<file path="src/rtl/mc_ctrl_pkg.sv">
// Shared definitions for the multi-cycle core control sequencer:
// state encoding, PC source select values and the next-state choice made at retire.
package mc_ctrl_pkg;

    localparam int STATE_W = 3;

    typedef enum logic [STATE_W-1:0] {
        S_IDLE = 3'd0,
        S_IF   = 3'd1,
        S_ID   = 3'd2,
        S_EXE  = 3'd3,
        S_MEM  = 3'd4,
        S_WB   = 3'd5
    } state_t;

    localparam logic PC_SEQ = 1'b0;
    localparam logic PC_BR  = 1'b1;

    // halt_req is only honoured at an instruction boundary
    function automatic state_t retire_next(input logic halt_req);
        return halt_req ? S_IDLE : S_IF;
    endfunction

endpackage

</file>
<file path="src/rtl/mc_perf_cnt.sv">
// Free-running cycle counter and retired-instruction counter, both wrapping.
// Only instantiated when MC_CTRL_PERF_EN is defined.
module mc_perf_cnt #(
    parameter int CNT_W = 32
) (
    input  logic             clk,
    input  logic             reset,
    input  logic             retire,
    output logic [CNT_W-1:0] cyc_cnt,
    output logic [CNT_W-1:0] ret_cnt
);

    always_ff @(posedge clk) begin
        if (reset) begin
            cyc_cnt <= '0;
            ret_cnt <= '0;
        end else begin
            cyc_cnt <= cyc_cnt + CNT_W'(1);
            if (retire) begin
                ret_cnt <= ret_cnt + CNT_W'(1);
            end
        end
    end

endmodule

</file>
<file path="src/rtl/mc_ctrl_fsm.sv">
// Control sequencer for the multi-cycle core: IF/ID/EXE/MEM/WB with one-cycle datapath strobes.
// Define MC_CTRL_PERF_EN to add the cyc_cnt/ret_cnt performance counter outputs.
//
// state | meaning
// IDLE  | parked between instructions (halt_req or sticky err)
// IF    | instruction fetch, waiting on ifetch_ready
// ID    | operand latch; branches resolve and retire here
// EXE   | ALU result latch
// MEM   | data access, waiting on dmem_ready; stores retire here
// WB    | regfile write and PC update
module mc_ctrl_fsm
    import mc_ctrl_pkg::*;
#(
    parameter int MAX_WAIT = 0,
    parameter int CNT_W    = 32
) (
    input  logic         clk,
    input  logic         reset,
    input  logic         halt_req,
    output logic         ifetch_req,
    input  logic         ifetch_ready,
    output logic         dmem_req,
    output logic         dmem_we,
    input  logic         dmem_ready,
    input  logic         is_branch,
    input  logic         is_load,
    input  logic         is_store,
    input  logic         br_taken,
    output logic         ir_we,
    output logic         opnd_we,
    output logic         alu_we,
    output logic         mdr_we,
    output logic         rf_we,
    output logic         pc_we,
    output logic         pc_sel_br,
    output logic         retire,
    output logic         err,
    output logic [2:0]   state
`ifdef MC_CTRL_PERF_EN
    ,
    output logic [CNT_W-1:0] cyc_cnt,
    output logic [CNT_W-1:0] ret_cnt
`endif
);

    localparam int WAIT_W = (MAX_WAIT > 1) ? $clog2(MAX_WAIT) : 1;
    localparam logic [WAIT_W-1:0] WAIT_LOAD = (MAX_WAIT > 0) ? WAIT_W'(MAX_WAIT - 1) : '0;

    state_t            state_q;
    state_t            state_d;
    logic              br_taken_q;
    logic              err_q;
    logic              err_set;
    logic              in_wait;
    logic              wait_tc;
    logic [WAIT_W-1:0] wait_cnt;

    assign state   = state_q;
    assign err     = err_q;
    assign in_wait = (state_q == S_IF) || (state_q == S_MEM);
    assign wait_tc = (MAX_WAIT != 0) && in_wait && (wait_cnt == '0);

    always_ff @(posedge clk) begin
        if (reset) begin
            state_q    <= S_IDLE;
            br_taken_q <= 1'b0;
            err_q      <= 1'b0;
        end else begin
            state_q <= state_d;
            if (state_q == S_ID) begin
                br_taken_q <= br_taken;
            end
            if (err_set) begin
                err_q <= 1'b1;
            end
        end
    end

    // down-counter reloads whenever the wait state is left, so IF and MEM each get a full budget
    always_ff @(posedge clk) begin
        if (reset) begin
            wait_cnt <= WAIT_LOAD;
        end else if (!in_wait || (state_d != state_q)) begin
            wait_cnt <= WAIT_LOAD;
        end else if (wait_cnt != '0) begin
            wait_cnt <= wait_cnt - WAIT_W'(1);
        end
    end

    always_comb begin
        state_d    = state_q;
        ifetch_req = 1'b0;
        dmem_req   = 1'b0;
        dmem_we    = 1'b0;
        ir_we      = 1'b0;
        opnd_we    = 1'b0;
        alu_we     = 1'b0;
        mdr_we     = 1'b0;
        rf_we      = 1'b0;
        pc_we      = 1'b0;
        pc_sel_br  = PC_SEQ;
        retire     = 1'b0;
        err_set    = 1'b0;
        // reset drops any outstanding request in the same cycle
        if (!reset) begin
            case (state_q)
                S_IDLE: begin
                    if (!halt_req && !err_q) begin
                        state_d = S_IF;
                    end
                end
                S_IF: begin
                    ifetch_req = 1'b1;
                    if (ifetch_ready) begin
                        ir_we   = 1'b1;
                        state_d = S_ID;
                    end else if (wait_tc) begin
                        err_set = 1'b1;
                        state_d = S_IDLE;
                    end
                end
                S_ID: begin
                    opnd_we = 1'b1;
                    if (is_branch) begin
                        pc_we     = 1'b1;
                        pc_sel_br = br_taken ? PC_BR : PC_SEQ;
                        retire    = 1'b1;
                        state_d   = retire_next(halt_req);
                    end else begin
                        state_d = S_EXE;
                    end
                end
                S_EXE: begin
                    alu_we  = 1'b1;
                    state_d = (is_load || is_store) ? S_MEM : S_WB;
                end
                S_MEM: begin
                    dmem_req = 1'b1;
                    dmem_we  = is_store && !is_load;
                    if (dmem_ready) begin
                        if (is_load) begin
                            mdr_we  = 1'b1;
                            state_d = S_WB;
                        end else begin
                            pc_we   = 1'b1;
                            retire  = 1'b1;
                            state_d = retire_next(halt_req);
                        end
                    end else if (wait_tc) begin
                        err_set = 1'b1;
                        state_d = S_IDLE;
                    end
                end
                S_WB: begin
                    rf_we     = 1'b1;
                    pc_we     = 1'b1;
                    pc_sel_br = br_taken_q ? PC_BR : PC_SEQ;
                    retire    = 1'b1;
                    state_d   = retire_next(halt_req);
                end
                default: begin
                    state_d = S_IDLE;
                end
            endcase
        end
    end

`ifdef MC_CTRL_PERF_EN
    mc_perf_cnt #(
        .CNT_W (CNT_W)
    ) u_perf_cnt (
        .clk     (clk),
        .reset   (reset),
        .retire  (retire),
        .cyc_cnt (cyc_cnt),
        .ret_cnt (ret_cnt)
    );
`endif

endmodule

</file>
<file path="config.mk">
export PLATFORM = sky130hd
export DESIGN_NAME = mc_ctrl_fsm
export DESIGN_NICKNAME = d
export VERILOG_FILES = /design/src/rtl/mc_ctrl_pkg.sv /design/src/rtl/mc_perf_cnt.sv /design/src/rtl/mc_ctrl_fsm.sv
export SDC_FILE = /design/constraint.sdc
export NUM_CORES = 1
export LEC_CHECK = 0
export BUFFER_PORTS_ARGS = -buffer_cell sky130_fd_sc_hd__buf_2
export CAP_MARGIN = 30
export CORE_AREA = 2 2 39 41
export CTS_BUF_LIST = sky130_fd_sc_hd__clkbuf_8 sky130_fd_sc_hd__clkbuf_16
export DETAILED_ROUTE_END_ITERATION = 6
export DIE_AREA = 0 0 41 43
export GPL_TIMING_DRIVEN = 0
export PLACE_DENSITY = 0.68
export SLEW_MARGIN = 20
export SYNTH_ARGS = -nofsm -noshare
export SYNTH_HDL_FRONTEND = slang
export SYNTH_SLANG_ARGS = --single-unit
</file>
<file path="constraint.sdc">
create_clock -name clk -period 3.3 [get_ports clk]
set_input_delay 0.66 -clock clk [delete_from_list [all_inputs] [get_ports clk]]
set_output_delay 0.66 -clock clk [all_outputs]
set_load 0.05 [all_outputs]
</file>
==> results of run 1 <==
kinds of logic after synthesis:
| logic type | count (synthesis) |
|---|---|
| buffers and inverters | 7 |
| AOI/OAI and AO/OA | 14 |
| and+or+nand+nor | 24 |
| DFF | 4 |
| other | 1 |
| muxes | 1 |
power by group through the flow:
stage / Combinational [W] / Sequential (W) / Clock (W)
after floorplan: 0.0000385 / 0.0000647 / 0
after global placement: 0.0000629 / 0.0000570 / 0
after detailed placement: 0.0000636 / 0.0000573 / 0
after CTS: 0.0000636 / 0.0000563 / 0.000103
after global routing: 0.0000689 / 0.0000570 / 0.000109
final: 0.0000639 / 0.0000564 / 0.000104
cells in the mapped netlist:
cell / number
a21oi_1: 6
nor2_1: 5
buf_4: 4
dfxtp_1: 4
a31oi_1: 2
and3_1: 2
nand3_1: 2
nor2b_1: 2
nor3_1: 2
nor4b_2: 2
o21ai_0: 2
o21ai_1: 2
and2_1: 1
and2b_1: 1
and3b_1: 1
buf_2: 1
clkbuf_1: 1
conb_1: 1
inv_2: 1
mux2i_1: 1
nand2_1: 1
nand3b_1: 1
nor3_2: 1
nor4_1: 1
nor4bb_1: 1
o22ai_1: 1
o31ai_1: 1
or3b_1: 1
layout by cell type (no fill, tap or decap):
master,instances
buf_2,23
a21oi_1,6
nor2_1,5
buf_4,4
dfxtp_1,4
clkbuf_8,3
nor2b_1,2
o21ai_1,2
nand3_1,2
nor4b_2,2
and3_1,2
nor3_1,2
a31oi_1,2
o21ai_0,2
inv_2,1
nor3_2,1
nand2_1,1
and2b_1,1
clkbuf_1,1
nor4bb_1,1
nand3b_1,1
nor4_1,1
and2_1,1
and3b_1,1
mux2i_1,1
o31ai_1,1
o22ai_1,1
or3b_1,1
conb_1,1
worst min-delay path, stage by stage (launching register included):
cell and delay (ns):
dfxtp_1 0.32, mux2i_1 0.07, nor2_1 0.08
sequential cells by signal, summed over array words and instances (netlist names):
signal	count
br_taken_q	1
state	3
metrics by stage:
step	hold slack (ns)	util (%)
after global placement	0.481	36.5
final	0.505	39.5
after floorplan	0.461	-
after detailed placement	0.501	36.5
after CTS	0.508	39.5
after global routing	0.549	39.5
routing by layer:
metal	wire length, um	GRT usage (%)	up-vias
li1	-	-	233
met1	477	18.9	191
met3	92	3.66	3
met2	448	19.1	24
met5	0	0	-
met4	16	7.33	0
path summary, 6_finish.rpt:
| kind | slack, ns | cells past startpoint | from | to |
|---|---|---|---|---|
| worst max-delay path | 0.97 | 7 | state[1] | retire |
| worst min-delay path | 0.51 | 2 | br_taken_q | br_taken_q |
| worst max register to register | 2.07 | 5 | state[1] | br_taken_q |
| worst min register to register | 0.51 | 2 | br_taken_q | br_taken_q |
cell type report:
cell class	count	area, sq um	area share (%)
buffer	6	38.8	7.09
clock buffer	3	41.3	7.55
inverter	1	3.75	0.686
multi-input combinational	40	253	46.2
sequential	4	80.1	14.6
tap	16	20.0	3.66
timing repair buffer	22	110	20.1
==> results, run 1 <==
- The worst supply voltage drop on vdd is 0.184 mV.
- The sequential share of the synthesized area is 21.3%.
- The switching part of the total is 32.9%.
- The cell type group with the largest total delay on the critical path is buffers and inverters.
- Of the post-synthesis cell area, the part taken by muxes is 2.67%.
- For this design the static power due to leakage is 0.270 nW.
- The die extent in x is 41 um.
- Counting distinct cell types in the post-synthesis netlist gives 28.
- The buffers plus inverters on the worst setup path is 4.
- Traced cell by cell, the critical path runs through buf_4 > inv_2 > nor3_2 > nand2_1 > a21oi_1 > buf_4 > buf_2.
- The final number of hold-violating endpoints is 0.
- The number of failing setup endpoints in the final timing report is 0.
- The synthesized-area fraction occupied by ao, oa, aoi and oai cells is 20.3%.
- Derived from the worst setup path, the maximum achievable clock frequency is 430 MHz.
- The number of buffers added on ports is 22.
- The flow ran to the end, and the final reports show no timing, DRC or antenna violations.
- After detailed routing, the average wire length per cell comes to 11.3 um.
- For this block, the initial DRC count from the detailed router was 5.
- Along the worst path, the maximum fanout reaches 10.
- The full die area is 0.00176 sq mm.
- The biggest cell delay along the critical path is 0.34 ns.
- Across the run, the number of max-cap violations was 0.
- At the worst endpoint, the required time is 2.64 ns.
- The design area is 547 sq um.
- The site row count is 14.
- The post-route total power is 0.000224 W.
- After synthesis, the largest family of logic cells by area is simple AND/OR/NAND/NOR gates.
- The clock passes through at most 2 buffers.
- Setup repair after global routing left no endpoint under its margin.
- Counting stages on the worst path, the most repeated cell is buf_4.
- Between clock sinks in the finished design, the worst skew comes to 0.00466 ns.
- The share of the synthesized netlist area taken by xor and xnor gates is 0%.
- The worst setup path is launched from a flip-flop.
- Of all cell types, the one taking the most synthesized area is dfxtp_1.
- After detailed placement, the design holds a cell count of 89.
- The final clock period utilization by the worst path is 70.5%.
- The power share of the clock group is 46.3%.
- Of the total synthesized cell area, the portion taken by AND, OR, NAND and NOR gates is 43.3%.
- The number of buffers added by the clock tree synthesis step is 3.
- The number of antenna-violating nets in the routed design is 0.
- Routability-driven placement finished with a final weighted congestion of 0.783.
- Post-CTS repair changed the size of 0 cells.
- The sum of overflow across all layers after global routing is 0.
- The starting density of the core is 27.1%.
- The floorplan step defined a core boundary enclosing 0.00138 sq mm.
- Sequential cells account for 25.2% of the total power.
- The synthesized cell area is 375 sq um.
- The worst min-delay path class is reg -> reg.
- The number of top-level pins is 24.
- Synthesis handed over a netlist of 51 instances.
- Ranked by total cell area, the synthesized netlist is headed by dfxtp_1 (21%), a21oi_1 (8.0%), buf_4 (8.0%).
- The kind of end point of the critical path is an output port.
- The vertical die dimension is 43 um.
- The H-tree depth is 1.
- The first global-routing pass estimated 1700 um of wire.
- The net total in the final layout is 87.
- The pre-antenna-repair detailed-routing pass consisted of 4 iterations.
- The shortest period the worst path allows is 2.33 ns.
- The number of post-CTS setup repair buffers is 0.
- Setup slack closes at 0.972 ns.
- The number of hold buffers added after cts is 0.
- The post-synthesis register bit count is 4.
- Dividing total power by cell area gives a power density of 409 mW/mm^2.
- The synthesis-to-finish area growth is 45.7%.
- The mean number of vias per cell is 4.90.
- The half-perimeter wire length after detailed placement is 782 um.
- The post-route setup TNS is 0 ns.
- During synthesis, Yosys emitted a total of 0 warnings.
- The final-report max-slew violation count came to 0.
- The critical-path cell with the highest stage delay is dfxtp_1.
- Entering global routing, the biggest net connects 11 pins.
- The clock reaches the later pin of the worst-skew pair after 0.22 ns.
- The net switching component of the power is 0.0000737 W.
- The post-synthesis share of cell area spent on full adders, half adders and majority gates is 0%.
- The number of antenna violations at the first check in global routing is 0.
- The number of nets in the synthesized netlist is 60.
- The via total after detailed routing is 451.
- 0 antenna diodes ended up in the layout.
- Of the cells placed in the final design, the portion with a size suffix greater than 1 is 44.7%.
- The root buffer cell is clkbuf_8.
- Clock-pin slew was measured on the worst setup and hold paths at 0.03 ns.
- The CTS tree is yes.
- The share of total power in combinational logic is 28.5%.
- The cell area after placement is 505 sq um.
- The critical path is of the reg -> out type.
- In the global route stage, overall resource usage came out at 13.8%.
- The worst setup timing slack at the placement stage is 0.963 ns.
- For this run, the number of standard cells in the final layout without fillers is 92.
- The total routed wirelength is 1040 um.
- The count of clock tree sinks is 4.
- The data arrival at the endpoint of the critical path is 1.67 ns.
- The total of fill cells in the finished design is 144.
- Internal power comes to 0.000150 W.
- The top-area cell type share of the netlist area is 21.3%.
- In this run the mean area of a mapped cell was 7.36 sq um.
- The number of remaining DRC errors is 0.
- The number of global-route vias before repair is 404.
Power figures use the tool's default switching activity.
==> run 2, diff against run 1 <==
==> constraint.sdc (replaced) <==
create_clock -name clk -period 2.3 [get_ports clk]
set_input_delay 0.46 -clock clk [delete_from_list [all_inputs] [get_ports clk]]
set_output_delay 0.46 -clock clk [all_outputs]
set_load 0.05 [all_outputs]
==> run 2 against run 1 <==
Effect of this change:
- register-to-register slack worse by 1.0 ns
- clock power is 45% higher
- critical path depth is 1 lower
- first-iteration DRC count is 140% higher
- sequential cell count stayed put
- combinational power is 52% higher
- largest power group unchanged
==> results, run 2 (synthesis results as in run 1) <==
- The largest fanout on the critical path is 10 (unchanged).
- The library cell used most frequently in the layout, excluding fill and tap cells, is buf_2.
- TritonCTS built the clock tree.
- The leakage power of the design came to 0.273 nW (+1.4%).
- The share of layout cells above drive strength 1 is 53.9% (+9.2 points).
- From synthesis to final layout, the design area changed by 58.7%.
- The starting density of the core is 27.1% (unchanged).
- Derived from the worst setup path, the maximum achievable clock frequency is 463 MHz.
- The number of resized instances in the post-cts repair step was 0 (unchanged).
- The via total after detailed routing came to 452 (+0.22%).
- The number of antenna-violating nets in the routed design is 0 (unchanged).
- The final-report max-slew violation count came to 0 (unchanged).
- The cell area after placement is 554 sq um (+9.7%).
- The start point of the worst min-delay path is br_taken_q.
- The worst register-to-register path ends at state[0].
- The number of remaining DRC errors is 0 (unchanged).
- The number of violations of the max-capacitance limit was 0 (unchanged).
- The number of post-CTS setup repair buffers is 0 (unchanged).
- The source-to-sink clock delay at the later pin of the worst-skew pair is 0.22 ns (about the same).
- The first-pass detailed-route iteration total is 4 (unchanged).
- The final number of hold-violating endpoints was 0 (unchanged).
- The worst setup path is captured at an output port.
- Setup repair after global routing left no endpoint under its margin.
- For the pin with the worst max-slew slack, the measured transition is 0.651 ns.
- The die extent in x is 41 um (unchanged).
- The routed length per placed instance is 11.3 um (unchanged).
- The power share of the clock group is 45.7% (-0.6 points).
- The reg-to-reg setup timing slack is 1.06 ns (-1.01 ns).
- The number of cells on the worst hold path is 2 (unchanged).
- The worst min-delay path class is reg -> reg.
- The endpoint of the worst hold path is br_taken_q.
- The power per cell area came to 554 mW/mm^2 (+35%).
- Clock tree synthesis selected as its root buffer the cell clkbuf_8.
- The internal portion of total power was 0.000219 W (+46%).
- The data arrival at the endpoint of the critical path came to 1.70 ns (+0.03 ns).
- The number of failing setup endpoints in the final timing report is 0 (unchanged).
- The H-tree depth is 1 (unchanged).
- The number of buffers added by the clock tree synthesis step was 3 (unchanged).
- The share of total power in sequential cells is 24.8% (-0.4 points).
- The antenna diode count is 0 (unchanged).
- The critical path starts at state[2].
- The largest buffer count on any clock path was 2 (unchanged).
- The mean number of vias per cell came to 4.91 (+0.22%).
- The critical path class is reg -> out.
- The site row count is 14 (unchanged).
- The number of buffers added on ports came to 22 (unchanged).
- The total routed wirelength is 1040 um (unchanged).
- The worst slew slack as a fraction of its limit is 56.6%.
- The initial detailed-routing violation count was 12 (+7).
- The flow ran to the end, and the final reports show no timing, DRC or antenna violations.
- The clock edge transition at the registers on the reported setup and hold paths is 0.03 ns (about the same).
- The number of antenna violations at the first check in global routing is 0 (unchanged).
- The fraction of the core area covered by cells at the end of the flow came to 43.0% (+3.5 points).
- The maximum clock skew at final layout is 0.00370 ns (-0.000965 ns).
- The total global routing track utilization is 14.3% (+0.42 points).
- The switching part of the total is 33.6% (+0.69 points).
- The sum of overflow across all layers after global routing is 0 (unchanged).
- The number of flip-flops in the largest register came to 3 (unchanged).
- The top cell types in the final layout, fill and taps aside, are buf_2 (23), nor2_1 (5), buf_4 (4), a21oi_1 (4).
- The depth of the worst register-to-register path was 5 (unchanged).
- The net switching component of the power is 0.000111 W (+51%).
- The core footprint is 0.00138 sq mm (unchanged).
- The net total in the final layout came to 87 (unchanged).
- The share of total power in combinational logic is 29.5% (+1.0 points).
- The count of clock tree sinks is 4 (unchanged).
- In this run the critical register-to-register path is launched from state[2].
- The worst supply voltage drop on vdd is 0.304 mV (+66%).
- The critical path required time was 1.84 ns (-0.80 ns).
- The number of hold buffers added after cts is 0 (unchanged).
- The design area came to 596 sq um (+8.9%).
- The largest net degree at the start of global routing came to 11 (unchanged).
- The total of fill cells in the finished design is 153 (+6.3%).
- The number of global-route vias before repair is 363 (-10%).
- The flip-flop and latch area is 81.3 sq um (+1.6%).
- The number of top-level pins is 24 (unchanged).
- The final clock period utilization by the worst path is 93.9%.
- The worst setup path is launched from a flip-flop.
- The global-route wire length before repair is 1500 um (-12%).
- The setup slack after layout is 0.139 ns (-0.833 ns).
- The full die area is 0.00176 sq mm (unchanged).
- The half-perimeter wire length after detailed placement is 773 um (-1.0%).
- The area used by multi-input combinational logic is 300 sq um (+19%).
- The worst path needs 2.16 ns of the cycle, external delays included.
- The routability congestion estimate is 0.825 (+5.4%).
- The worst setup timing slack at the placement stage is 0.271 ns (-0.692 ns).
- The vertical die dimension is 43 um (unchanged).
==> run 2: worst max-delay path by stage <==
stage,to,cells after the start
after floorplan,rf_we,2
after global placement,ir_we,5
after detailed placement,ir_we,5
final,retire,6
after CTS,retire,6
after global routing,retire,7
==> run 2: cell type report <==
class | count | share of cell area (%)
sequential | 4 | 13.7
inverter | 1 | 0.630
clock buffer | 3 | 6.93
tap | 16 | 3.36
timing repair buffer | 22 | 18.5
buffer | 6 | 6.51
multi-input combinational | 40 | 50.4
==> run 2: metrics by stage <==
step                hold WS [ns]  std cells  setup TNS, ns  power, W
floorplan                  0.461         51         -0.419  0.000156
global placement           0.491         89              0  0.000180
detailed placement         0.486         89              0  0.000181
CTS                        0.489         92              0  0.000337
global route               0.492         92              0  0.000349
finish                     0.490         92              0  0.000330
==> run 2: routing by layer <==
layer	routed length (um)	vias up	track usage [%]
met5	0	-	0
met4	49	0	16.0
met3	105	6	7.85
met2	396	22	16.9
met1	483	191	15.8
li1	-	233	-
==> run 2: worst max-delay path, stage by stage, from the launching register on <==
cell	delay, ns
dfxtp_1	0.34
buf_2	0.20
nor3_2	0.29
nand2_1	0.14
a21oi_4	0.14
buf_4	0.12
buf_2	0.24
==> run 2: power groups by stage <==
stage	clock, W	combinational (W)	sequential (W)
finish	0.000151	0.0000974	0.0000820
CTS	0.000157	0.0000981	0.0000823
detailed placement	0	0.0000979	0.0000832
global route	0.000162	0.000104	0.0000832
global placement	0	0.0000973	0.0000831
floorplan	0	0.0000614	0.0000944
